[src/rtl/rc4_pkg.sv]
// Shared types and helpers for the RC4 key-scheduling engine.
// Keys are handled left-aligned in a MAX_KEY_BYTES-wide vector so byte 0 is always the top byte.
package rc4_pkg;

    localparam int MAX_KEY_BYTES = 16;
    localparam int KEY_IDX_W     = 4;

    typedef enum logic [3:0] {
        ST_IDLE,
        ST_FILL,
        ST_READ_I,
        ST_WAIT_I,
        ST_READ_J,
        ST_WAIT_J,
        ST_WRITE_I,
        ST_WRITE_J,
        ST_DONE
    } ksa_state_t;

    function automatic logic [7:0] key_byte(input logic [8*MAX_KEY_BYTES-1:0] key,
                                            input logic [KEY_IDX_W-1:0]       idx);
        logic [8*MAX_KEY_BYTES-1:0] shifted;
        shifted = key << {idx, 3'b000};
        return shifted[8*MAX_KEY_BYTES-1 -: 8];
    endfunction

endpackage

[src/rtl/rc4_ksa_engine_if.sv]
// Single-port S memory bus between the KSA engine (master) and s_memory (slave).
interface rc4_ksa_engine_if #(
    parameter int ADDR_W = 8
);
    logic [ADDR_W-1:0] mem_addr;
    logic [7:0]        mem_wdata;
    logic              mem_wren;
    logic [7:0]        mem_rdata;

    modport master (
        output mem_addr,
        output mem_wdata,
        output mem_wren,
        input  mem_rdata
    );

    modport slave (
        input  mem_addr,
        input  mem_wdata,
        input  mem_wren,
        output mem_rdata
    );
endinterface

[src/rtl/rc4_ksa_engine_key_mux.sv]
// Selects key[i mod KEY_BYTES] from the latched key using a wrapping index counter
// that steps once per swap iteration.
module ksa_key_mux
    import rc4_pkg::*;
#(
    parameter int KEY_BYTES = 3
) (
    input  logic                   CLOCK_50,
    input  logic                   reset,
    input  logic [8*KEY_BYTES-1:0] key,
    input  logic                   idx_clear,
    input  logic                   idx_advance,
    output logic [7:0]             key_sel
);
    localparam logic [KEY_IDX_W-1:0] IDX_LAST = KEY_IDX_W'(KEY_BYTES - 1);

    logic [KEY_IDX_W-1:0]       idx_reg;
    logic [8*MAX_KEY_BYTES-1:0] key_aligned;

    always_ff @(posedge CLOCK_50 or posedge reset) begin
        if (reset) begin
            idx_reg <= '0;
        end else if (idx_clear) begin
            idx_reg <= '0;
        end else if (idx_advance) begin
            idx_reg <= (idx_reg == IDX_LAST) ? '0 : idx_reg + KEY_IDX_W'(1);
        end
    end

    assign key_aligned = (8*MAX_KEY_BYTES)'(key) << (8 * (MAX_KEY_BYTES - KEY_BYTES));
    assign key_sel     = key_byte(key_aligned, idx_reg);

endmodule

[src/rtl/rc4_ksa_engine.sv]
// RC4 key-scheduling engine: fills the external S memory with S[i]=i, then runs the KSA swap loop.
// Each state issues its memory access on the registered bus, which is seen by s_memory the next cycle.
module rc4_ksa_engine
    import rc4_pkg::*;
#(
    parameter int KEY_BYTES = 3,
    parameter int ADDR_W    = 8
) (
    input  logic                    CLOCK_50,
    input  logic                    reset,
    input  logic                    start,
    input  logic [8*KEY_BYTES-1:0]  secret_key,
    rc4_ksa_engine_if.master        mem,
    output logic                    busy,
    output logic                    done
);
    localparam logic [ADDR_W-1:0] I_LAST = '1;

    ksa_state_t             state_reg;
    logic [ADDR_W-1:0]      i_reg;
    logic [ADDR_W-1:0]      j_reg;
    logic [7:0]             s_i_reg;
    logic [8*KEY_BYTES-1:0] key_reg;
    logic [ADDR_W-1:0]      mem_addr_reg;
    logic [7:0]             mem_wdata_reg;
    logic                   mem_wren_reg;
    logic                   busy_reg;
    logic                   done_reg;

    logic [ADDR_W-1:0]      i_inc;
    logic [ADDR_W-1:0]      j_sum;
    logic [7:0]             key_sel;
    logic                   accept;
    logic                   idx_clear;
    logic                   idx_advance;

    // The first DONE cycle still carries the final swap write, so start is only taken once done is up.
    assign accept      = start && ((state_reg == ST_IDLE) || ((state_reg == ST_DONE) && done_reg));
    assign i_inc       = i_reg + ADDR_W'(1);
    assign j_sum       = j_reg + mem.mem_rdata[ADDR_W-1:0] + key_sel[ADDR_W-1:0];
    assign idx_clear   = (state_reg == ST_FILL);
    assign idx_advance = (state_reg == ST_WRITE_J);

    ksa_key_mux #(
        .KEY_BYTES (KEY_BYTES)
    ) u_key_mux (
        .CLOCK_50    (CLOCK_50),
        .reset       (reset),
        .key         (key_reg),
        .idx_clear   (idx_clear),
        .idx_advance (idx_advance),
        .key_sel     (key_sel)
    );

    always_ff @(posedge CLOCK_50 or posedge reset) begin
        if (reset) begin
            state_reg     <= ST_IDLE;
            i_reg         <= '0;
            j_reg         <= '0;
            s_i_reg       <= '0;
            key_reg       <= '0;
            mem_addr_reg  <= '0;
            mem_wdata_reg <= '0;
            mem_wren_reg  <= 1'b0;
            busy_reg      <= 1'b0;
            done_reg      <= 1'b0;
        end else begin
            case (state_reg)
                ST_IDLE, ST_DONE: begin
                    if (accept) begin
                        key_reg       <= secret_key;
                        i_reg         <= '0;
                        j_reg         <= '0;
                        mem_addr_reg  <= '0;
                        mem_wdata_reg <= '0;
                        mem_wren_reg  <= 1'b1;
                        busy_reg      <= 1'b1;
                        done_reg      <= 1'b0;
                        state_reg     <= ST_FILL;
                    end else if (state_reg == ST_DONE) begin
                        mem_wren_reg <= 1'b0;
                        busy_reg     <= 1'b0;
                        done_reg     <= 1'b1;
                    end
                end
                ST_FILL: begin
                    if (i_reg == I_LAST) begin
                        i_reg        <= '0;
                        mem_wren_reg <= 1'b0;
                        state_reg    <= ST_READ_I;
                    end else begin
                        i_reg         <= i_inc;
                        mem_addr_reg  <= i_inc;
                        mem_wdata_reg <= 8'(i_inc);
                    end
                end
                ST_READ_I: begin
                    mem_addr_reg <= i_reg;
                    mem_wren_reg <= 1'b0;
                    state_reg    <= ST_WAIT_I;
                end
                ST_WAIT_I: begin
                    state_reg <= ST_READ_J;
                end
                ST_READ_J: begin
                    s_i_reg      <= mem.mem_rdata;
                    j_reg        <= j_sum;
                    mem_addr_reg <= j_sum;
                    state_reg    <= ST_WAIT_J;
                end
                ST_WAIT_J: begin
                    state_reg <= ST_WRITE_I;
                end
                ST_WRITE_I: begin
                    mem_addr_reg  <= i_reg;
                    mem_wdata_reg <= mem.mem_rdata;
                    mem_wren_reg  <= 1'b1;
                    state_reg     <= ST_WRITE_J;
                end
                ST_WRITE_J: begin
                    // When i==j this rewrites the value just written, leaving S unchanged.
                    mem_addr_reg  <= j_reg;
                    mem_wdata_reg <= s_i_reg;
                    mem_wren_reg  <= 1'b1;
                    if (i_reg == I_LAST) begin
                        state_reg <= ST_DONE;
                    end else begin
                        i_reg     <= i_inc;
                        state_reg <= ST_READ_I;
                    end
                end
                default: begin
                    state_reg <= ST_IDLE;
                end
            endcase
        end
    end

    assign mem.mem_addr  = mem_addr_reg;
    assign mem.mem_wdata = mem_wdata_reg;
    assign mem.mem_wren  = mem_wren_reg;
    assign busy          = busy_reg;
    assign done          = done_reg;

endmodule

[src/flat_wrapper.sv]
// flat-port wrapper written by rule: the top's interface ports become plain ports
module rc4_ksa_engine_flat import rc4_pkg::*;
#(
    parameter int KEY_BYTES = 3,
    parameter int ADDR_W    = 8
)
  (CLOCK_50, reset, start, secret_key, busy, done, mem_mem_addr, mem_mem_wdata, mem_mem_wren, mem_mem_rdata);
  rc4_ksa_engine_if #(.ADDR_W(ADDR_W)) mem_i ();
  input  logic CLOCK_50;
  input  logic reset;
  input  logic start;
  input  logic [8*KEY_BYTES-1:0] secret_key;
  output logic busy;
  output logic done;
  output wire logic [$bits(mem_i.mem_addr)-1:0] mem_mem_addr;
  output wire logic [$bits(mem_i.mem_wdata)-1:0] mem_mem_wdata;
  output wire logic [$bits(mem_i.mem_wren)-1:0] mem_mem_wren;
  input wire logic [$bits(mem_i.mem_rdata)-1:0] mem_mem_rdata;
  assign mem_mem_addr = mem_i.mem_addr;
  assign mem_mem_wdata = mem_i.mem_wdata;
  assign mem_mem_wren = mem_i.mem_wren;
  assign mem_i.mem_rdata = mem_mem_rdata;
  rc4_ksa_engine #(.KEY_BYTES(KEY_BYTES), .ADDR_W(ADDR_W)) u_core (.CLOCK_50(CLOCK_50), .reset(reset), .start(start), .secret_key(secret_key), .mem(mem_i), .busy(busy), .done(done));
endmodule
[config.mk]
export PLATFORM = sky130hd
export DESIGN_NAME = rc4_ksa_engine_flat
export DESIGN_NICKNAME = d
export VERILOG_FILES = /design/src/rtl/rc4_pkg.sv /design/src/rtl/rc4_ksa_engine_if.sv /design/src/rtl/rc4_ksa_engine_key_mux.sv /design/src/rtl/rc4_ksa_engine.sv /design/src/flat_wrapper.sv
export SDC_FILE = /design/constraint.sdc
export NUM_CORES = 1
export LEC_CHECK = 0
export BUFFER_PORTS_ARGS = -buffer_cell sky130_fd_sc_hd__clkbuf_2
export CELL_PAD_IN_SITES_DETAIL_PLACEMENT = 1
export CELL_PAD_IN_SITES_GLOBAL_PLACEMENT = 1
export CORE_AREA = 2 2 116 90
export CTS_CLUSTER_DIAMETER = 80
export CTS_CLUSTER_SIZE = 8
export DETAILED_ROUTE_END_ITERATION = 10
export DIE_AREA = 0 0 118 92
export GPL_ROUTABILITY_DRIVEN = 0
export PLACE_DENSITY_LB_ADDON = 0.1
export SYNTH_ARGS = -nofsm -noshare
export SYNTH_HDL_FRONTEND = slang
export SYNTH_HIERARCHICAL = 1
export SYNTH_SLANG_ARGS = --single-unit
[constraint.sdc]
create_clock -name CLOCK_50 -period 3.6 [get_ports CLOCK_50]
set_input_delay 0.72 -clock CLOCK_50 [delete_from_list [all_inputs] [get_ports CLOCK_50]]
set_output_delay 0.72 -clock CLOCK_50 [all_outputs]
set_load 0.02 [all_outputs]
==> results of run 1 <==
-- cell type report --
cell class              count  area [um^2]
inverters                  15         56.3
repair buffers             64          348
clock buffers               9          225
fillers                  1126         4900
flip-flops and latches     75         1880
multi-input cells         304         2240
clock inverters             7         73.8
well taps                 136          170
-- kinds of logic (layout without fill, tap and decap cells) --
| logic type | Yosys count | count (layout) | share of synthesized area |
|---|---|---|---|
| buf+inv | 41 | 95 | 0.0527 |
| compound gates | 114 | 114 | 0.201 |
| simple gates | 134 | 134 | 0.158 |
| xor+xnor | 12 | 12 | 0.0242 |
| fa+ha+maj | 17 | 17 | 0.0628 |
| mux | 27 | 27 | 0.0694 |
| flops | 75 | 75 | 0.432 |
-- metrics by stage --
step | power [mW] | cells | area (um^2)
global placement | 4.31 | 594 | 4690
global route | 5.77 | 610 | 4990
floorplan | 3.68 | 420 | 4340
CTS | 5.37 | 610 | 4990
detailed placement | 4.40 | 594 | 4690
finish | 5.34 | 610 | 4990
-- how the worst min path moves through the flow --
| stage | startpoint | to | slack [ps] |
|---|---|---|---|
| finish | reset | u_core/u_key_mux/idx_reg[0]$_DFFE_PP0P_ | 290 |
| global route | reset | u_core/u_key_mux/idx_reg[0]$_DFFE_PP0P_ | 290 |
| CTS | reset | u_core/u_key_mux/idx_reg[0]$_DFFE_PP0P_ | 280 |
| detailed placement | u_core/s_i_reg[2]$_DFFE_PP0P_ | u_core/s_i_reg[2]$_DFFE_PP0P_ | 470 |
| global placement | u_core/s_i_reg[5]$_DFFE_PP0P_ | u_core/s_i_reg[5]$_DFFE_PP0P_ | 460 |
| floorplan | u_core/s_i_reg[7]$_DFFE_PP0P_ | u_core/s_i_reg[7]$_DFFE_PP0P_ | 440 |
-- per-layer routing --
metal,vias to the layer above,GRT usage,share of wire,wire (um)
li1,1617,-,-,-
met5,-,0,0,0
met1,1773,0.331,0.49,5750
met4,0,0.0512,0.0060,70
met2,81,0.344,0.45,5280
met3,5,0.0603,0.055,641
-- synth_stat cells, types with 3 or more instances --
master,count
a221o_1,7
a31o_2,3
a222oi_1,3
mux2_2,24
clkbuf_1,8
nand3_1,11
nand2_1,58
nor2b_1,12
a21o_1,4
o31ai_1,4
buf_6,6
a21oi_1,9
ha_1,9
a211oi_1,11
o2bb2ai_1,5
inv_1,13
buf_2,8
xnor2_1,8
fa_1,8
dfrtp_1,75
nor3_1,5
a211oi_2,10
a221oi_1,4
xor2_1,4
a22o_1,6
nor2_1,22
nand4_1,3
o21ai_0,23
and3_1,3
and2_1,3
o21ai_1,8
-- power breakdown --
| part | internal (mW) | leakage, nW | switching [mW] |
|---|---|---|---|
| sequential | 1.19 | 0.947 | 0.330 |
| combinational | 1.25 | 1.16 | 1.65 |
| clock | 0.542 | 0.147 | 0.378 |
| total | 2.98 | 2.25 | 2.36 |
==> results.json, run 1 <==
{
  "status": "finished, final reports clean",
  "numClockSinks": 75,
  "r2r-start": "u_core/u_key_mux/idx_reg[0]$_DFFE_PP0P_",
  "path_depth": 12,
  "critPathRequiredTime_ps": 3810,
  "final_util": 0.504,
  "post_cts_buffers": 0,
  "dieWidth_um": 118,
  "max_freq_mhz": 321,
  "slew_headroom": 0.363,
  "setup_viol": 0,
  "area_growth_pct": 14.8,
  "num_antenna_cells": 0,
  "yosysTopAreaCellShare": 0.432,
  "crit_type": "reg -> reg",
  "cts_resized": 0,
  "p_per_area_nw_per_um2": 1070,
  "critical_path.top_delay_family": "adder cells",
  "rrSetupSlack_ps": 480,
  "cts_buffer_depth": 2,
  "hold_viol": 0,
  "ant_nets": 0,
  "synthArstFlopShare": 1.00,
  "wl_per_cell_um": 19.3,
  "synth_nets": 472,
  "core_um2": 9890,
  "hp-class": "in -> async",
  "ys_seq_area_frac": 0.432,
  "leakage_nw": 2.25,
  "ios": 54,
  "mostFrequentLayoutCell": "dfrtp_1",
  "layout_common_cells": "75 x dfrtp_1, 58 x nand2_1, 53 x clkbuf_2",
  "worstPathArrival_ps": 3330,
  "ys_types": 65,
  "fin_tns_setup_ps": 0,
  "drt-initial-drc-count": 167,
  "cts_hold_buf": 0,
  "synth.top_cells.by_area": "dfrtp_1 43%, mux2_2 6.2%, nand2_1 5.0%",
  "die_area_um2": 10900,
  "reg2reg_to": "u_core/mem.mem_addr[7]$_DFFE_PP0P_",
  "route.vias.total": 3476,
  "grt_antenna_before_repair": 0,
  "ys_seq_elements": 75,
  "routed_wirelength_mm": 11.7,
  "cp-endpoint": "u_core/mem.mem_addr[7]$_DFFE_PP0P_",
  "dieHeight_um": 92,
  "insertion_delay_ps": 340,
  "syn_avg_cell_area_um2": 10.3,
  "grt_start_max_net_pins": 29,
  "worst_r2r_path_depth": 12,
  "critPathSlowestCell": "dfrtp_1",
  "syn-cell-area_um2": 4340,
  "cts_tree": "yes",
  "num_rows": 32,
  "clk_pin_slew_ps": 60,
  "synth_warnings": 6,
  "yosys.area.top_type": "dfrtp_1",
  "crit_start": "u_core/u_key_mux/idx_reg[0]$_DFFE_PP0P_",
  "hold_ws_ps": 294,
  "start_kind": "register",
  "finClkSkew_ps": 7.78,
  "peakVddDrop_uv": 393,
  "synth_edf_count": 0,
  "dp_slack_ps": 557,
  "drive_gt1_frac": 0.283,
  "grt_pass1_wl_mm": 19.2,
  "drc": 0,
  "grt_pass1_vias": 3546,
  "root_buffer": "clkbuf_16",
  "critPathCaptureType": "register",
  "htreeDepth": 3,
  "synth_cells": 420,
  "vias_per_cell": 5.70,
  "min_period_ps": 3120,
  "dr.pass1.iters": 5,
  "start_util": 0.439,
  "cp_slowest_stage_delay_ps": 550,
  "synth-main-ff-cell": "dfrtp_1",
  "layout.nets": 521,
  "overflow": 0,
  "crit_fanout": 10,
  "drv_slew": 0,
  "crit_path_cell_trace": "nor2b_1 > a211oi_2 > a211oi_2 > fa_1 > ha_1 > inv_1 > fa_1 > nor2b_1 > o31a_1 > o22ai_1 > mux2i_1 > o211ai_1",
  "dp_hpwl_mm": 8.86,
  "io_buffers": 53,
  "largest_reg_flops": 24,
  "min_period_over_period": 0.866,
  "rsz0062_at_grt": "false",
  "fin_ws_ps": 481,
  "worstMarginPinSlew_ps": 956,
  "crit_buf_inv": 1,
  "drv_cap": 0,
  "cts_buffers": 9,
  "grt_usage": 0.229
}
Power figures use the tool's default switching activity.
==> run 2, diff against run 1 <==
--- a/config.mk
+++ b/config.mk
@@ -8,12 +8,13 @@
 export BUFFER_PORTS_ARGS = -buffer_cell sky130_fd_sc_hd__clkbuf_2
 export CELL_PAD_IN_SITES_DETAIL_PLACEMENT = 1
 export CELL_PAD_IN_SITES_GLOBAL_PLACEMENT = 1
-export CORE_AREA = 2 2 116 90
+export CORE_AREA = 2 2 122 95
 export CTS_CLUSTER_DIAMETER = 80
 export CTS_CLUSTER_SIZE = 8
 export DETAILED_ROUTE_END_ITERATION = 10
-export DIE_AREA = 0 0 118 92
+export DIE_AREA = 0 0 124 97
 export GPL_ROUTABILITY_DRIVEN = 0
+export GPL_TIMING_DRIVEN = 0
 export PLACE_DENSITY_LB_ADDON = 0.1
 export SYNTH_ARGS = -nofsm -noshare
 export SYNTH_HDL_FRONTEND = slang
==> constraint.sdc (replaced) <==
create_clock -name CLOCK_50 -period 2.8 [get_ports CLOCK_50]
set_input_delay 0.56 -clock CLOCK_50 [delete_from_list [all_inputs] [get_ports CLOCK_50]]
set_output_delay 0.56 -clock CLOCK_50 [all_outputs]
set_load 0.02 [all_outputs]
==> results.json, run 2 (synthesis gave the netlist of run 1 again) <==
{
  "dr.pass1.iters": 6,
  "grt_start_max_net_pins": 45,
  "drv_cap": 0,
  "status": "finished with violations",
  "io_buffers": 52,
  "place_area_um2": 4810,
  "cts_tree": "yes",
  "drive_gt1_frac": 0.333,
  "rsz0062_at_grt": "true",
  "num_antenna_cells": 0,
  "overflow": 0,
  "num_rows": 33,
  "fillers": 1240,
  "cts_buffer_depth": 2,
  "max_freq_mhz": 328,
  "crit_type": "reg -> reg",
  "slew_headroom": 0.404,
  "layout.nets": 545,
  "start_util": 0.405,
  "area_growth_pct": 21.8,
  "largest_reg_flops": 24,
  "ios": 54,
  "cts_buffers": 9,
  "worstMarginPinSlew_ps": 891,
  "clk_pin_slew_ps": 60,
  "dp_hpwl_mm": 9.63,
  "grt_pass1_vias": 3756,
  "route.vias.total": 3648,
  "total_power_mw": 7.57,
  "multiInputGateArea_um2": 2320,
  "htreeDepth": 3,
  "core_um2": 10700,
  "insertion_delay_ps": 340,
  "drc": 0,
  "min_period_ps": 3050,
  "vias_per_cell": 5.72,
  "layout_common_cells": "75 x dfrtp_1, 58 x nand2_1, 53 x clkbuf_2",
  "wl_per_cell_um": 20.4,
  "setup_viol": 7,
  "worstPathArrival_ps": 3260,
  "routed_wirelength_mm": 13.0,
  "worst_r2r_path_depth": 13,
  "fin_ws_ps": -251,
  "dieWidth_um": 124,
  "root_buffer": "clkbuf_16",
  "finClkSkew_ps": 7.08,
  "drt-initial-drc-count": 183,
  "numClockSinks": 75,
  "hold_viol": 0,
  "drv_slew": 0,
  "p_per_area_nw_per_um2": 1430,
  "grt_antenna_before_repair": 0,
  "grt_pass1_wl_mm": 20.9,
  "critPathRequiredTime_ps": 3010,
  "dieHeight_um": 97,
  "regArea_um2": 1880,
  "leakage_nw": 2.37,
  "peakVddDrop_uv": 665,
  "critPathCaptureType": "register",
  "ant_nets": 0,
  "min_period_over_period": 1.09,
  "grt_usage": 0.231,
  "crit_fanout": 7,
  "die_area_um2": 12000,
  "hp-class": "in -> async",
  "violations": "setup timing",
  "start_kind": "register",
  "final_cell_area_um2": 5290,
  "mostFrequentLayoutCell": "dfrtp_1"
}
==> run 2: cell count changes in the layout (fill, tap and decap cells not counted), sizes merged <==
cell    change
clkbuf     +11
buf        +16
inv         -3
==> run 2: cell type report <==
type	instances	share of cell area
clock buffers	12	0.0504
plain buffers	26	0.0348
repair buffers	62	0.0672
inverters	15	0.0116
clock inverters	4	0.00899
multi-input cells	304	0.439
flip-flops and latches	75	0.355
well taps	140	0.0331
==> run 2: path summary, 6_finish.rpt <==
kind	from	end	slack, ps
max	u_core/u_key_mux/idx_reg[0]$_DFFE_PP0P_	u_core/mem.mem_addr[7]$_DFFE_PP0P_	-250
min	reset	u_core/u_key_mux/idx_reg[3]$_DFFE_PP0P_	130
max reg2reg	u_core/u_key_mux/idx_reg[0]$_DFFE_PP0P_	u_core/mem.mem_addr[7]$_DFFE_PP0P_	-250
min reg2reg	u_core/s_i_reg[7]$_DFFE_PP0P_	u_core/s_i_reg[7]$_DFFE_PP0P_	480
max in group asynchronous	reset	u_core/s_i_reg[2]$_DFFE_PP0P_	2030
min in group CLOCK_50	secret_key[15]	u_core/key_reg[15]$_DFFE_PP0P_	450
==> run 2: per-stage QoR <==
stage,instances,hold slack [ps],setup TNS (ps),worst slack [ps],utilization
after global routing,638,131,-1800,-353,0.493
after detailed placement,613,466,-2390,-476,0.448
after floorplan,420,326,0,7.09,-
final,638,127,-887,-251,0.493
after global placement,612,448,-43040,-585,0.445
after CTS,636,124,-801,-222,0.489
==> run 2: what timing repair did <==
action / in CTS / in global routing
hold buffers: 0 / 0
pin swaps: 11 / 4
buffers inserted: 7 / 2
gates resized for setup: 17 / 8
setup endpoints to repair: 9 / 10
==> run 2: power breakdown <==
group          leakage [nW]  switching (mW)  total, mW  internal (mW)
Clock                 0.155           0.459       1.22          0.760
Sequential            0.947           0.300       1.83           1.53
Combinational          1.27            2.55       4.52           1.97
Total                  2.37            3.31       7.57           4.25
==> run 2: metal layers <==
metal | part of all wire | GRT usage | up-vias | wire (um)
met2 | 0.46 | 0.348 | 68 | 6010
met4 | 0.010 | 0.0527 | 0 | 136
met1 | 0.49 | 0.343 | 1896 | 6410
li1 | - | - | 1671 | -
met5 | 0 | 0 | - | 0
met3 | 0.037 | 0.0442 | 13 | 479
==> run 2: worst max-delay path: stages, from the launching register on <==
cell and delay [ps]:
dfrtp_1 390, buf_6 150, buf_8 140, a211oi_4 280, a211oi_4 50, fa_1 490, ha_2 180, inv_2 40
fa_2 400, nor2b_4 150, o31a_1 200, o22ai_2 100, mux2i_2 230, o211ai_1 120
